## config.mk

```make
export PLATFORM = sky130hd
export DESIGN_NAME = regs_load_scoreboard
export DESIGN_NICKNAME = d
export VERILOG_FILES = /design/src/rtl/regs_load_scoreboard.sv
export SDC_FILE = /design/constraint.sdc
export NUM_CORES = 1
export LEC_CHECK = 0
export ABC_AREA = 1
export CORE_UTILIZATION = 29
export DETAILED_ROUTE_END_ITERATION = 12
export GPL_TIMING_DRIVEN = 0
export SYNTH_ARGS = -nofsm -noshare
export SYNTH_HDL_FRONTEND = slang
export SYNTH_SLANG_ARGS = --single-unit
```

## constraint.sdc

```tcl
create_clock -name clk -period 3.2 [get_ports clk]
set_input_delay 0.48 -clock clk [delete_from_list [all_inputs] [get_ports clk]]
set_output_delay 0.48 -clock clk [all_outputs]
set_load 0.03 [all_outputs]
```

## src/rtl/regs_load_scoreboard.sv

```systemverilog
// Load write-back sequencer and register hazard scoreboard for write port 3.
// Latency: response -> we3 one cycle later; issue -> pending/stall visible next cycle.
// Backpressure: issue_ready drops when the rd queue is full or issue_rd is still pending; responses are never stalled.

// Small generic FIFO with occupancy count; no bypass, no same-cycle credit.
module regs_load_scoreboard_fifo #(
  parameter int DW    = 5,
  parameter int DEPTH = 4
) (
  input  logic                       clk,
  input  logic                       rst_n,
  input  logic                       wr_vld,
  input  logic [DW-1:0]              wr_dat,
  input  logic                       rd_vld,
  output logic [DW-1:0]              rd_dat,
  output logic [$clog2(DEPTH):0]     count
);

  localparam int PTR_W = $clog2(DEPTH);

  logic [DW-1:0]    mem [DEPTH];
  logic [PTR_W-1:0] wr_ptr;
  logic [PTR_W-1:0] rd_ptr;

  // Storage array: written on push, no reset needed since count gates reads.
  always_ff @(posedge clk) begin
    if (wr_vld) begin
      mem[wr_ptr] <= wr_dat;
    end
  end

  // Pointers wrap naturally because DEPTH is a power of two.
  always_ff @(posedge clk) begin
    if (!rst_n) begin
      wr_ptr <= '0;
      rd_ptr <= '0;
    end else begin
      if (wr_vld) wr_ptr <= wr_ptr + 1'b1;
      if (rd_vld) rd_ptr <= rd_ptr + 1'b1;
    end
  end

  // Occupancy: simultaneous push and pop leave the count unchanged.
  always_ff @(posedge clk) begin
    if (!rst_n) begin
      count <= '0;
    end else if (wr_vld && !rd_vld) begin
      count <= count + 1'b1;
    end else if (!wr_vld && rd_vld) begin
      count <= count - 1'b1;
    end
  end

  assign rd_dat = mem[rd_ptr];

endmodule

module regs_load_scoreboard #(
  parameter int ADDR_WIDTH = 5,
  parameter int WIDTH      = 32,
  parameter int DEPTH      = 4
) (
  input  logic                       clk,
  input  logic                       rst_n,
  input  logic                       issue_valid,
  input  logic [ADDR_WIDTH-1:0]      issue_rd,
  output logic                       issue_ready,
  input  logic                       resp_valid,
  input  logic [WIDTH-1:0]           resp_data,
  output logic [ADDR_WIDTH-1:0]      ra3,
  output logic [WIDTH-1:0]           wd3,
  output logic                       we3,
  input  logic [ADDR_WIDTH-1:0]      q_rs1,
  input  logic [ADDR_WIDTH-1:0]      q_rs2,
  input  logic [ADDR_WIDTH-1:0]      q_rd,
  output logic                       stall,
  output logic [$clog2(DEPTH):0]     count,
  output logic                       err
);

  localparam int CNT_W = $clog2(DEPTH) + 1;
  localparam int NREG  = 2 ** ADDR_WIDTH;
  localparam logic [CNT_W-1:0] DEPTH_C = CNT_W'(DEPTH);

  logic [NREG-1:0]       pending;
  logic [NREG-1:0]       pending_nxt;
  logic [ADDR_WIDTH-1:0] head_rd;
  logic                  push;
  logic                  pop;
  logic                  q_empty;

  assign q_empty = (count == '0);

  // Issue credit comes from registered state only, so a pop in the same
  // cycle never frees a slot early.
  assign issue_ready = (count < DEPTH_C) && !pending[issue_rd];
  assign push        = issue_valid && issue_ready;
  assign pop         = resp_valid && !q_empty;

  regs_load_scoreboard_fifo #(
    .DW    (ADDR_WIDTH),
    .DEPTH (DEPTH)
  ) u_rd_fifo (
    .clk    (clk),
    .rst_n  (rst_n),
    .wr_vld (push),
    .wr_dat (issue_rd),
    .rd_vld (pop),
    .rd_dat (head_rd),
    .count  (count)
  );

  // Pending vector update: write-back clears, accepted issue sets. They never
  // hit the same register because a pending rd cannot be issued again.
  always_comb begin
    pending_nxt = pending;
    if (we3) begin
      pending_nxt[ra3] = 1'b0;
    end
    if (push && (issue_rd != '0)) begin
      pending_nxt[issue_rd] = 1'b1;
    end
  end

  // Pending register state; x0 is never marked.
  always_ff @(posedge clk) begin
    if (!rst_n) begin
      pending <= '0;
    end else begin
      pending <= pending_nxt;
    end
  end

  // Write-back stage: capture the head rd with the response data; address and
  // data hold when idle so only we3 toggles.
  always_ff @(posedge clk) begin
    if (!rst_n) begin
      we3 <= 1'b0;
      ra3 <= '0;
      wd3 <= '0;
    end else if (pop) begin
      we3 <= 1'b1;
      ra3 <= head_rd;
      wd3 <= resp_data;
    end else begin
      we3 <= 1'b0;
    end
  end

  // Sticky flag for a response that had no outstanding load to match.
  always_ff @(posedge clk) begin
    if (!rst_n) begin
      err <= 1'b0;
    end else if (resp_valid && q_empty) begin
      err <= 1'b1;
    end
  end

  // Decoder hazard: any source or destination still waiting on a load.
  // The destination term blocks an ALU write from overtaking an older load.
  assign stall = ((q_rs1 != '0) && pending[q_rs1])
               | ((q_rs2 != '0) && pending[q_rs2])
               | ((q_rd  != '0) && pending[q_rd]);

endmodule
```

==> key figures <==
Final layout
  – Post-route non-filler standard cell count: 1089
  – Final core utilization: 39.0%
  – FILL cells: 1837
  – Antenna diodes: 0
  – Design area: 6790 sq um
  – Share of layout cells above drive strength 1: roughly 5.7%
  – Fin nets: 921
  – Layout area overhead: 29.9%

GRT
  – Vias in the first global route: slightly below 5000
  – Largest net degree at the start of global routing: 17
  – First-pass GRT wire length: 26600 microns
  – Total gr overflow: 0
  – Initial antenna violation count: 0
  – Total track usage: 19.0%

CTS
  – CTS Hold Buffers Added: 0
  – H-tree levels: 3
  – Clk_lat worst skew: 0.35 ns
  – TritonCTS clock tree: built
  – Worst-path clk slew: ~0.06 ns
  – Num CTS Buffers: 9
  – Root buffer cell: clkbuf_16
  – Clock tree buffer depth: 2
  – # clock sinks: 98

Run
  – Number of max-cap violations: 0

Route
  – Post-DRT Antenna Nets: 0
  – Via density: 5.01
  – Via count: approximately 5500
  – Final WL: 17300 microns
  – Initial DRC count: 450
  – Routed len/inst: 15.9 microns
  – TritonRoute pass-1 iters: 5
  – DRC: 0

Critical path
  – Reg2reg end: u_rd_fifo.count[2]$_SDFFE_PN0P_
  – R2R cell count: 15
  – Crit path kind: primary input to output port
  – Crit path DAT: 2.36 ns
  – Worst Path Required: 2.72 ns
  – Worst-path fanout max: 8
  – Crit end category: output port
  – RR Startpoint: pending[2]$_SDFF_PN0_
  – FF-to-FF setup slack: 0.50 ns
  – CP Launch Type: primary input

Timing
  – Final setup margin: 0.363 ns
  – Relative slew margins: 60.4%
  – Period utilization: 88.7%
  – Setup TNS: 0 ns
  – Final Max Tran Viols: 0
  – Final hold violation count: 0
  – Final Skew: ~0.0086 ns
  – Final setup vio count: 0
  – Worst-margin pin slew: 0.593 ns
  – Fin Hold WS: 0.458 ns
  – Min Clock Period, post-route: 2.84 ns
  – Fmax: 352 MHz
  – RSZ-0062 raised after global routing: no

Placed design
  – Placement-stage cell area: 6490 sq um
  – Setup slack at placement: -0.488 ns
  – GP Congestion: 0.931
  – DP Wirelength: 12700 microns
  – Placed insts: 1073
  – # port buffers: 98

Floorplanning
  – Die width: 136 microns
  – Starting Density: 30.0%
  – Core ar.: between 15000 and 20000 sq um
  – Row cnt: 48
  – Chip Height: 136 microns
  – Num ports: 100
  – DIE AREA: 18600 sq um

Min path
  – Hold Path Origin: err$_SDFFE_PN0P_
  – Hold path depth: 2
  – Worst hold path endpoint: err$_SDFFE_PN0P_
  – Hold WC Path Type: register to register

Logic synthesis
  – Ys flop type: dfxtp_1
  – Most numerous cell in the Yosys netlist: nor2_1
  – Synth cell types: 28
  – Synth top area cells: dfxtp_1, o21ai_0, edfxtp_1
  – Largest area contributor in the netlist: dfxtp_1
  – Yosys top cell area share: 29.9%
  – Post-synth EDFFs: 20
  – Syn Inst Count: 750
  – Seq/Total Area, Yosys: 41.4%
  – Async set-or-reset flop fraction in the synthesized netlist: 0%
  – Yosys warnings: 0
  – Cell Area, Synth: 5220 sq um
  – Seq cells post-synth: just under 100
  – Top cells by count, synth: nor2_1, o21ai_0, nand2_1
  – Synth Area per Inst: 6.97 sq um
  – Synthesized net count: 812

Power and ir drop
  – Pleak: 2.52 nW
  – Tot Pwr: approximately 4.4 mW
  – Max VDD drop: 0.343 mV
  – PwrDens: 643 nW/um^2

Outcome
  – Status: finished clean
report_power, final:
part	leakage [nW]	total (mW)	internal, mW	switching [mW]
combinational	1.56	1.68	0.619	1.06
sequential	0.821	1.64	1.49	0.154
clock	0.143	1.05	0.557	0.490
total	2.52	4.37	2.66	1.70
state kept, by name (all words and copies together), names as in the netlist:
register	count
we3	1
u_rd_fifo.rd_ptr	2
u_rd_fifo.count	3
ra3	5
err	1
pending	32
u_rd_fifo.mem	20
wd3	32
u_rd_fifo.wr_ptr	2
how the worst max path moves through the flow:
stage / startpoint / end / slack [ns] / cells after the start
2_1_floorplan: issue_rd[0] / u_rd_fifo.count[2]$_SDFFE_PN0P_ / 0.59 / 17
3_3_place_gp: issue_rd[0] / u_rd_fifo.count[2]$_SDFFE_PN0P_ / -0.50 / 18
4_1_cts: issue_rd[2] / issue_ready / 0.008 / 9
3_5_place_dp: issue_rd[0] / u_rd_fifo.count[2]$_SDFFE_PN0P_ / -0.49 / 18
6_report: issue_rd[3] / issue_ready / 0.36 / 9
5_1_grt: issue_rd[2] / u_rd_fifo.count[2]$_SDFFE_PN0P_ / 0.09 / 15
what timing repair did:
action	CTS	global route
gates resized for setup	7	15
hold endpoints to repair	0	0
setup buffers	0	0
pin swaps	0	0
endpoints found under the setup margin	3	4
layout make-up:
cell class                      count  area (sq um)  share of cell area (%)
Multi-Input combinational cell    551          2640                    38.9
Sequential cell                    98          2160                    31.9
Timing Repair Buffer               98           981                    14.5
Tap cell                          225           282                    4.15
Clock buffer                       11           244                    3.60
Inverter                           64           240                    3.54
Buffer                             37           200                    2.95
Clock inverter                      5          36.3                   0.535
cell families (layout without fill, tap and decap cells):
logic type	Yosys count	count (layout)	share of synthesized area [%]
flops	98	98	41.4
buf+inv	101	215	8.29
fa+ha+maj	6	6	1.58
compound gates	224	224	22.5
simple gates	321	321	26.3
cells in the final DEF (no fill, tap or decap), drive strengths merged:
cell type      instances
nor2                 143
o21ai                133
nand2                 97
clkdlybuf4s50         92
dfxtp                 78
a21oi                 69
nand3                 68
inv                   64
clkbuf                41
edfxtp                20
o211ai                13
buf                    9
nor3                   7
a31oi                  5
ha                     5
clkinv                 5
dlymetal6s2s           4
nand4                  3
nand3b                 3
a211oi                 2
o31ai                  2
fa                     1
critical path: stages:
cell and delay (ns):
dlymetal6s2s_1 0.30, inv_1 0.20, nor3_1 0.39, nand2_1 0.10
nand2_1 0.07, nor2_1 0.04, nand3_2 0.10, inv_1 0.07
clkdlybuf4s50_1 0.59
per-layer routing:
layer / track usage [%] / wire length [microns] / up-vias
met4: 7.53 / 425 / 0
met5: 0 / 0 / -
met1: 25.2 / 7760 / 2500
met2: 30.4 / 7990 / 181
li1: - / - / 2739
met3: 3.47 / 1120 / 32
Note: power is estimated with default switching activity, not from simulation.
